===== config.mk =====
export PLATFORM = sky130hd
export DESIGN_NAME = rom_dma_engine
export DESIGN_NICKNAME = d
export VERILOG_FILES = /design/src/rtl/rom_dma_engine_pkg.sv /design/src/rtl/rom_dma_engine_timeout_counter.sv /design/src/rtl/rom_dma_engine.sv
export SDC_FILE = /design/constraint.sdc
export NUM_CORES = 1
export LEC_CHECK = 0
export CORE_MARGIN = 10
export CORE_UTILIZATION = 45
export CTS_CLUSTER_SIZE = 12
export DETAILED_ROUTE_END_ITERATION = 12
export PLACE_DENSITY = 0.72
export SLEW_MARGIN = 20
export SYNTH_ARGS = -nofsm -noshare
export SYNTH_HDL_FRONTEND = slang
export SYNTH_SLANG_ARGS = --single-unit

===== constraint.sdc =====
create_clock -name clk -period 3.1 [get_ports clk]
set_clock_uncertainty 0.2 [all_clocks]
set_input_delay 0.62 -clock clk [delete_from_list [all_inputs] [get_ports clk]]
set_output_delay 0.62 -clock clk [all_outputs]
set_load 0.01 [all_outputs]

===== src/rtl/rom_dma_engine_pkg.sv =====
// Shared encodings for the ROM-to-memory DMA engine: register map, FSM states, status layout.
// Latency: none (declarations only).
// Backpressure: none (declarations only).
package rom_dma_engine_pkg;

  // Register index carried on wr_mode during a programming write
  localparam logic [1:0] DMA_SRC_LO = 2'd0;
  localparam logic [1:0] DMA_SRC_HI = 2'd1;
  localparam logic [1:0] DMA_DST    = 2'd2;
  localparam logic [1:0] DMA_LEN_GO = 2'd3;

  // Transfer sequencer states; one word is REQ -> WAIT (>=2 cycles) -> WRITE
  typedef enum logic [1:0] {
    ST_IDLE  = 2'd0,
    ST_REQ   = 2'd1,
    ST_WAIT  = 2'd2,
    ST_WRITE = 2'd3
  } dma_state_t;

  // Status word bit positions; remaining bits read as zero
  localparam int STAT_BUSY_BIT = 15;
  localparam int STAT_ERR_BIT  = 14;

  // Pack the busy/error flags into the processor-visible status word
  function automatic logic [15:0] make_status(input logic busy, input logic err);
    logic [15:0] s;
    s = 16'h0000;
    s[STAT_BUSY_BIT] = busy;
    s[STAT_ERR_BIT]  = err;
    return s;
  endfunction

endpackage


===== src/rtl/rom_dma_engine_timeout_counter.sv =====
// Counts WAIT cycles for one flash word; flags the first WAIT cycle and the cycle that reaches the limit.
// Latency: count updates one cycle after i_inc; o_first/o_expired are combinational from the count.
// Backpressure: none; i_clr wins over i_inc, count saturates at TIMEOUT.
module dma_timeout_counter #(
  parameter int TIMEOUT = 1023
) (
  input  logic clk,
  input  logic rst,
  input  logic i_clr,
  input  logic i_inc,
  output logic o_first,
  output logic o_expired
);

  localparam int CW = $clog2(TIMEOUT + 1);
  localparam logic [CW-1:0] LIMIT      = CW'(TIMEOUT);
  localparam logic [CW-1:0] LIMIT_M1   = CW'(TIMEOUT - 1);

  logic [CW-1:0] r_count;

  // Cycle counter: cleared per word request, advanced once per WAIT cycle
  always_ff @(posedge clk or negedge rst) begin
    if (!rst) begin
      r_count <= '0;
    end else if (i_clr) begin
      r_count <= '0;
    end else if (i_inc && (r_count != LIMIT)) begin
      r_count <= r_count + 1'b1;
    end
  end

  // Zero count means this is the first WAIT cycle after the request
  assign o_first   = (r_count == '0);
  // This increment is the one that brings the count up to the limit
  assign o_expired = i_inc && (r_count == LIMIT_M1);

endmodule


===== src/rtl/rom_dma_engine.sv =====
// Copies len 16-bit flash words via the romController handshake into the memory bus, stalling the CPU.
// Latency: start -> REQ next cycle; each word costs 1 REQ + W WAIT (W>=2) + 1 WRITE cycles, no overlap.
// Backpressure: waits on the ready level (first WAIT cycle ignored); aborts with error after TIMEOUT WAIT cycles.
module rom_dma_engine
  import rom_dma_engine_pkg::*;
#(
  parameter int SRC_STEP = 2,
  parameter int TIMEOUT  = 1023
) (
  input  logic        clk,
  input  logic        rst,
  input  logic        en,
  input  logic        write,
  input  logic [1:0]  wr_mode,
  input  logic [15:0] ctrl_data,
  output logic [23:0] src_addr,
  output logic        load_rom,
  input  logic [15:0] src_data,
  input  logic        ready,
  output logic [15:0] dst_addr,
  output logic        dst_write,
  output logic [15:0] dst_data,
  output logic        proc_en,
  output logic [15:0] status
);

  dma_state_t  r_state;
  logic [23:0] r_src_addr;
  logic [15:0] r_dst_addr;
  logic [15:0] r_len;
  logic        r_load_rom;
  logic        r_dst_write;
  logic [15:0] r_dst_data;
  logic        r_proc_en;
  logic        r_error;

  logic        w_wr_acc;
  logic        w_cnt_clr;
  logic        w_cnt_inc;
  logic        w_first;
  logic        w_expired;
  logic [23:0] w_src_next;

  // Programming writes only land while the engine is idle
  assign w_wr_acc   = en && write && (r_state == ST_IDLE);
  assign w_cnt_clr  = (r_state == ST_REQ);
  assign w_cnt_inc  = (r_state == ST_WAIT);
  assign w_src_next = r_src_addr + 24'(SRC_STEP);

  dma_timeout_counter #(
    .TIMEOUT (TIMEOUT)
  ) u_timeout (
    .clk       (clk),
    .rst       (rst),
    .i_clr     (w_cnt_clr),
    .i_inc     (w_cnt_inc),
    .o_first   (w_first),
    .o_expired (w_expired)
  );

  // Transfer sequencer with register file and registered strobes
  always_ff @(posedge clk or negedge rst) begin
    if (!rst) begin
      r_state     <= ST_IDLE;
      r_src_addr  <= 24'h000000;
      r_dst_addr  <= 16'h0000;
      r_len       <= 16'h0000;
      r_load_rom  <= 1'b0;
      r_dst_write <= 1'b0;
      r_dst_data  <= 16'h0000;
      r_proc_en   <= 1'b1;
      r_error     <= 1'b0;
    end else begin
      // Strobes are single-cycle unless a state re-asserts them below
      r_load_rom  <= 1'b0;
      r_dst_write <= 1'b0;
      case (r_state)
        ST_IDLE: begin
          if (w_wr_acc) begin
            case (wr_mode)
              DMA_SRC_LO: r_src_addr[15:0]  <= ctrl_data;
              DMA_SRC_HI: r_src_addr[23:16] <= ctrl_data[7:0];
              DMA_DST:    r_dst_addr        <= ctrl_data;
              DMA_LEN_GO: begin
                r_len   <= ctrl_data;
                r_error <= 1'b0;
                // A zero-length start only clears the error flag
                if (ctrl_data != 16'h0000) begin
                  r_state    <= ST_REQ;
                  r_load_rom <= 1'b1;
                  r_proc_en  <= 1'b0;
                end
              end
            endcase
          end
        end
        ST_REQ: begin
          r_state <= ST_WAIT;
        end
        ST_WAIT: begin
          // ready may still be high from the previous word on the first WAIT cycle
          if (ready && !w_first) begin
            r_dst_data  <= src_data;
            r_dst_write <= 1'b1;
            r_state     <= ST_WRITE;
          end else if (w_expired) begin
            // Abort leaves addresses and remaining length where they stopped
            r_error   <= 1'b1;
            r_proc_en <= 1'b1;
            r_state   <= ST_IDLE;
          end
        end
        ST_WRITE: begin
          r_dst_addr <= r_dst_addr + 16'd1;
          r_src_addr <= w_src_next;
          r_len      <= r_len - 16'd1;
          if (r_len == 16'd1) begin
            r_proc_en <= 1'b1;
            r_state   <= ST_IDLE;
          end else begin
            r_load_rom <= 1'b1;
            r_state    <= ST_REQ;
          end
        end
        default: begin
          r_state <= ST_IDLE;
        end
      endcase
    end
  end

  assign src_addr  = r_src_addr;
  assign load_rom  = r_load_rom;
  assign dst_addr  = r_dst_addr;
  assign dst_write = r_dst_write;
  assign dst_data  = r_dst_data;
  assign proc_en   = r_proc_en;
  assign status    = make_status(r_state != ST_IDLE, r_error);

endmodule


==> results.toml <==
[outcome]
status = "finished, final reports clean"

[clock_network]
htree_levels = 3
cts_hold_buf = 0
post_cts_resized = 0
cts_buffer_depth = 2
cts_tree = "done"
cts.sinks = 88
numCtsBuffers = 9
clkTransAtPathRegs_ns = 0.06
cts_setup_buffers = 0
clk-insertion-delay-late_ns = 0.34
cts_root_buffer = "clkbuf_16"

[placement]
dp.cells = 797
port_buffers = 99
gp_congestion = 0.888
hpwl_um = 10800

[detailed_routing]
drtIter0Drc = 423
drc_errors = 0
viasPerCell = 5.89
ant_nets = 0
wl_per_cell_um = 18.3
first_pass_iters = 5
vias = 4790
finalWirelength_um = 14900

[sta]
tightestPinTransition_ns = 0.742
post-route-period-util = 0.890
drv_slew = 0
rsz0062_at_grt = "no"
hold_violations = 0
tns_ns = 0
setup_viol = 0
max_freq_ghz = 0.362
whs_ns = 0.0656
period_needed_ns = 2.76
slew_headroom = 0.504

[cells_and_area]
finish.utilization = 0.581
seq_area_mm2 = 0.00220
num-fill-cells = 1026
antennaDiodeCount = 0
syn2layout_area_growth_pct = 27.5
fin_nets = 716
final_cell_count_no_fill = 813
drive_above_1_share = 0.112
mostFrequentLayoutCell = "clkdlybuf4s50_1"
final_cell_mix = "clkdlybuf4s50_1, dfrtp_1, a21oi_1, o22ai_1, nand2_1"
multiInputGateArea_mm2 = 0.00267

[pwr]
vdd_drop_max_uv = 593
leakagePower_nw = 2.60
power_mw = 6.63
p_per_area_mw_per_mm2 = 1010

[floorplanning]
coreArea_mm2 = 0.0113
die_area_mm2 = 0.0161
initial_utilization = 0.455
pin_count = 114
rows = 39
dieHeight_um = 127
die_width_um = 127

[yosys]
ys_seq_elements = 88
ys_seq_area_frac = 0.427
avgSynthCellArea_um2 = 9.19
synth.distinct_cells = 55
synth_warnings = 0
syn_inst = 561
syn-cell-area_mm2 = 0.00515

[grt]
grt_max_degree = 49
grt_overflow = 0
grt_usage = 0.179
grt_pass1_vias = 4665
grt_pass1_wl_um = 23800
antenna_found_initial = 0

[worst_setup_path]
slowest_delay_ns = 0.58
crit_path_frequent_cell = "inv_1"
cp_cell_sequence = "inv_1, ha_1, inv_1, clkdlybuf4s50_1"
critPathMaxFanout = 8
path_class = "reg -> out"
critPathSlowestCell = "clkdlybuf4s50_1"
r2r_setup_slack_ns = 0.65
startpoint_type = "flop"
cp-end-kind = "primary output"
arrival_ns = 1.94
required_ns = 2.28

[worst_hold_path]
hp-class = "in -> async"

[run]
maxCapViolations = 0
## synth_stat cells, drive strengths merged
| master | n | area, um^2 |
|---|---|---|
| and4 | 4 | 35.0 |
| nor4b | 1 | 8.76 |
| clkbuf | 23 | 116 |
| o21ai | 31 | 155 |
| a41oi | 1 | 8.76 |
| nor2 | 30 | 113 |
| o41ai | 1 | 27.5 |
| o21bai | 1 | 7.51 |
| or2 | 2 | 12.5 |
| o211ai | 1 | 7.51 |
| or3 | 8 | 50.1 |
| nand3b | 1 | 7.51 |
| conb | 1 | 3.75 |
| a21oi | 57 | 285 |
| nor3b | 2 | 15.0 |
| o22ai | 45 | 282 |
| nand2b | 5 | 31.3 |
| nor3 | 19 | 116 |
| dfstp | 1 | 26.3 |
| inv | 19 | 71.3 |
| xnor2 | 8 | 70.1 |
| dfrtp | 87 | 2180 |
| nand2 | 41 | 154 |
| a211oi | 1 | 7.51 |
| o22a | 1 | 8.76 |
| nor2b | 3 | 18.8 |
| buf | 20 | 149 |
| and3 | 13 | 83.8 |
| nand3 | 35 | 175 |
| a21o | 1 | 7.51 |
| o221ai | 2 | 17.5 |
| mux2i | 24 | 240 |
| ha | 12 | 150 |
| nand4 | 13 | 87.6 |
| a21boi | 1 | 7.51 |
| nand4bb | 1 | 11.3 |
| mux2 | 19 | 214 |
| o2bb2ai | 1 | 8.76 |
| and2 | 2 | 12.5 |
| or4 | 2 | 22.5 |
| o31ai | 3 | 22.5 |
| a31oi | 5 | 31.3 |
| nor4 | 11 | 75.1 |
| o221a | 2 | 22.5 |
## layout make-up
type                    count  share of cell area
multi-input cells         424               0.407
flip-flops and latches     88               0.335
repair buffers            123               0.180
clock buffers              11              0.0354
well taps                 143              0.0272
inverters                  19              0.0109
clock inverters             5             0.00476
## where the power goes
part	internal, mW	switching (mW)
clock	0.542	0.447
sequential	1.64	0.563
combinational	1.66	1.78
## sequential cells by signal, indices dropped and copies added (netlist names)
signal	cells
r_state	2
dst_write	1
dst_data	16
proc_en	1
r_error	1
dst_addr	16
r_len	16
load_rom	1
u_timeout.r_count	10
src_addr	24
## cell families (layout without fill, tap and decap cells)
| family | after synthesis | in the layout | synth area share |
|---|---|---|---|
| other | 1 | 14 | 0.000727 |
| xor gates and xnor gates | 8 | 8 | 0.0136 |
| adders and majority gates | 12 | 12 | 0.0291 |
| muxes | 43 | 43 | 0.0881 |
| and+or+nand+nor | 193 | 193 | 0.200 |
| DFF | 88 | 88 | 0.427 |
| buffers and inverters | 62 | 158 | 0.0653 |
| AOI/OAI and AO/OA | 154 | 154 | 0.176 |
## per-stage QoR
stage	setup WS [ns]	cell area, um^2
after global placement	0.301	6310
after detailed placement	0.207	6310
after global routing	0.219	6570
final	0.340	6570
after floorplan	0.954	5200
after CTS	0.335	6570
## final timing paths
path	depth (start not counted)	startpoint	end
max in group asynchronous	2	rst	proc_en
worst min-delay path	1	rst	src_addr[23]
min in group clk	1	r_len[14]	r_len[14]
worst min register to register	1	r_len[14]	r_len[14]
worst max register to register	6	r_state[0]	dst_addr[6]
worst max-delay path	4	r_state[0]	status[15]
## metal layers
metal | part of all wire | wire length, um | up-vias | track usage
li1 | - | - | 2256 | -
met1 | 0.40 | 5970 | 2287 | 0.215
met2 | 0.47 | 6950 | 221 | 0.289
met3 | 0.11 | 1610 | 26 | 0.0608
met4 | 0.024 | 359 | 0 | 0.0750
met5 | 0 | 0 | - | 0
## critical path: cells and delay by family, from the launching register on
kind	cells	cell delay, ns
fa+ha+maj	1	0.31
flops	1	0.42
buf+inv	3	0.87
Power figures use the tool's default switching activity.
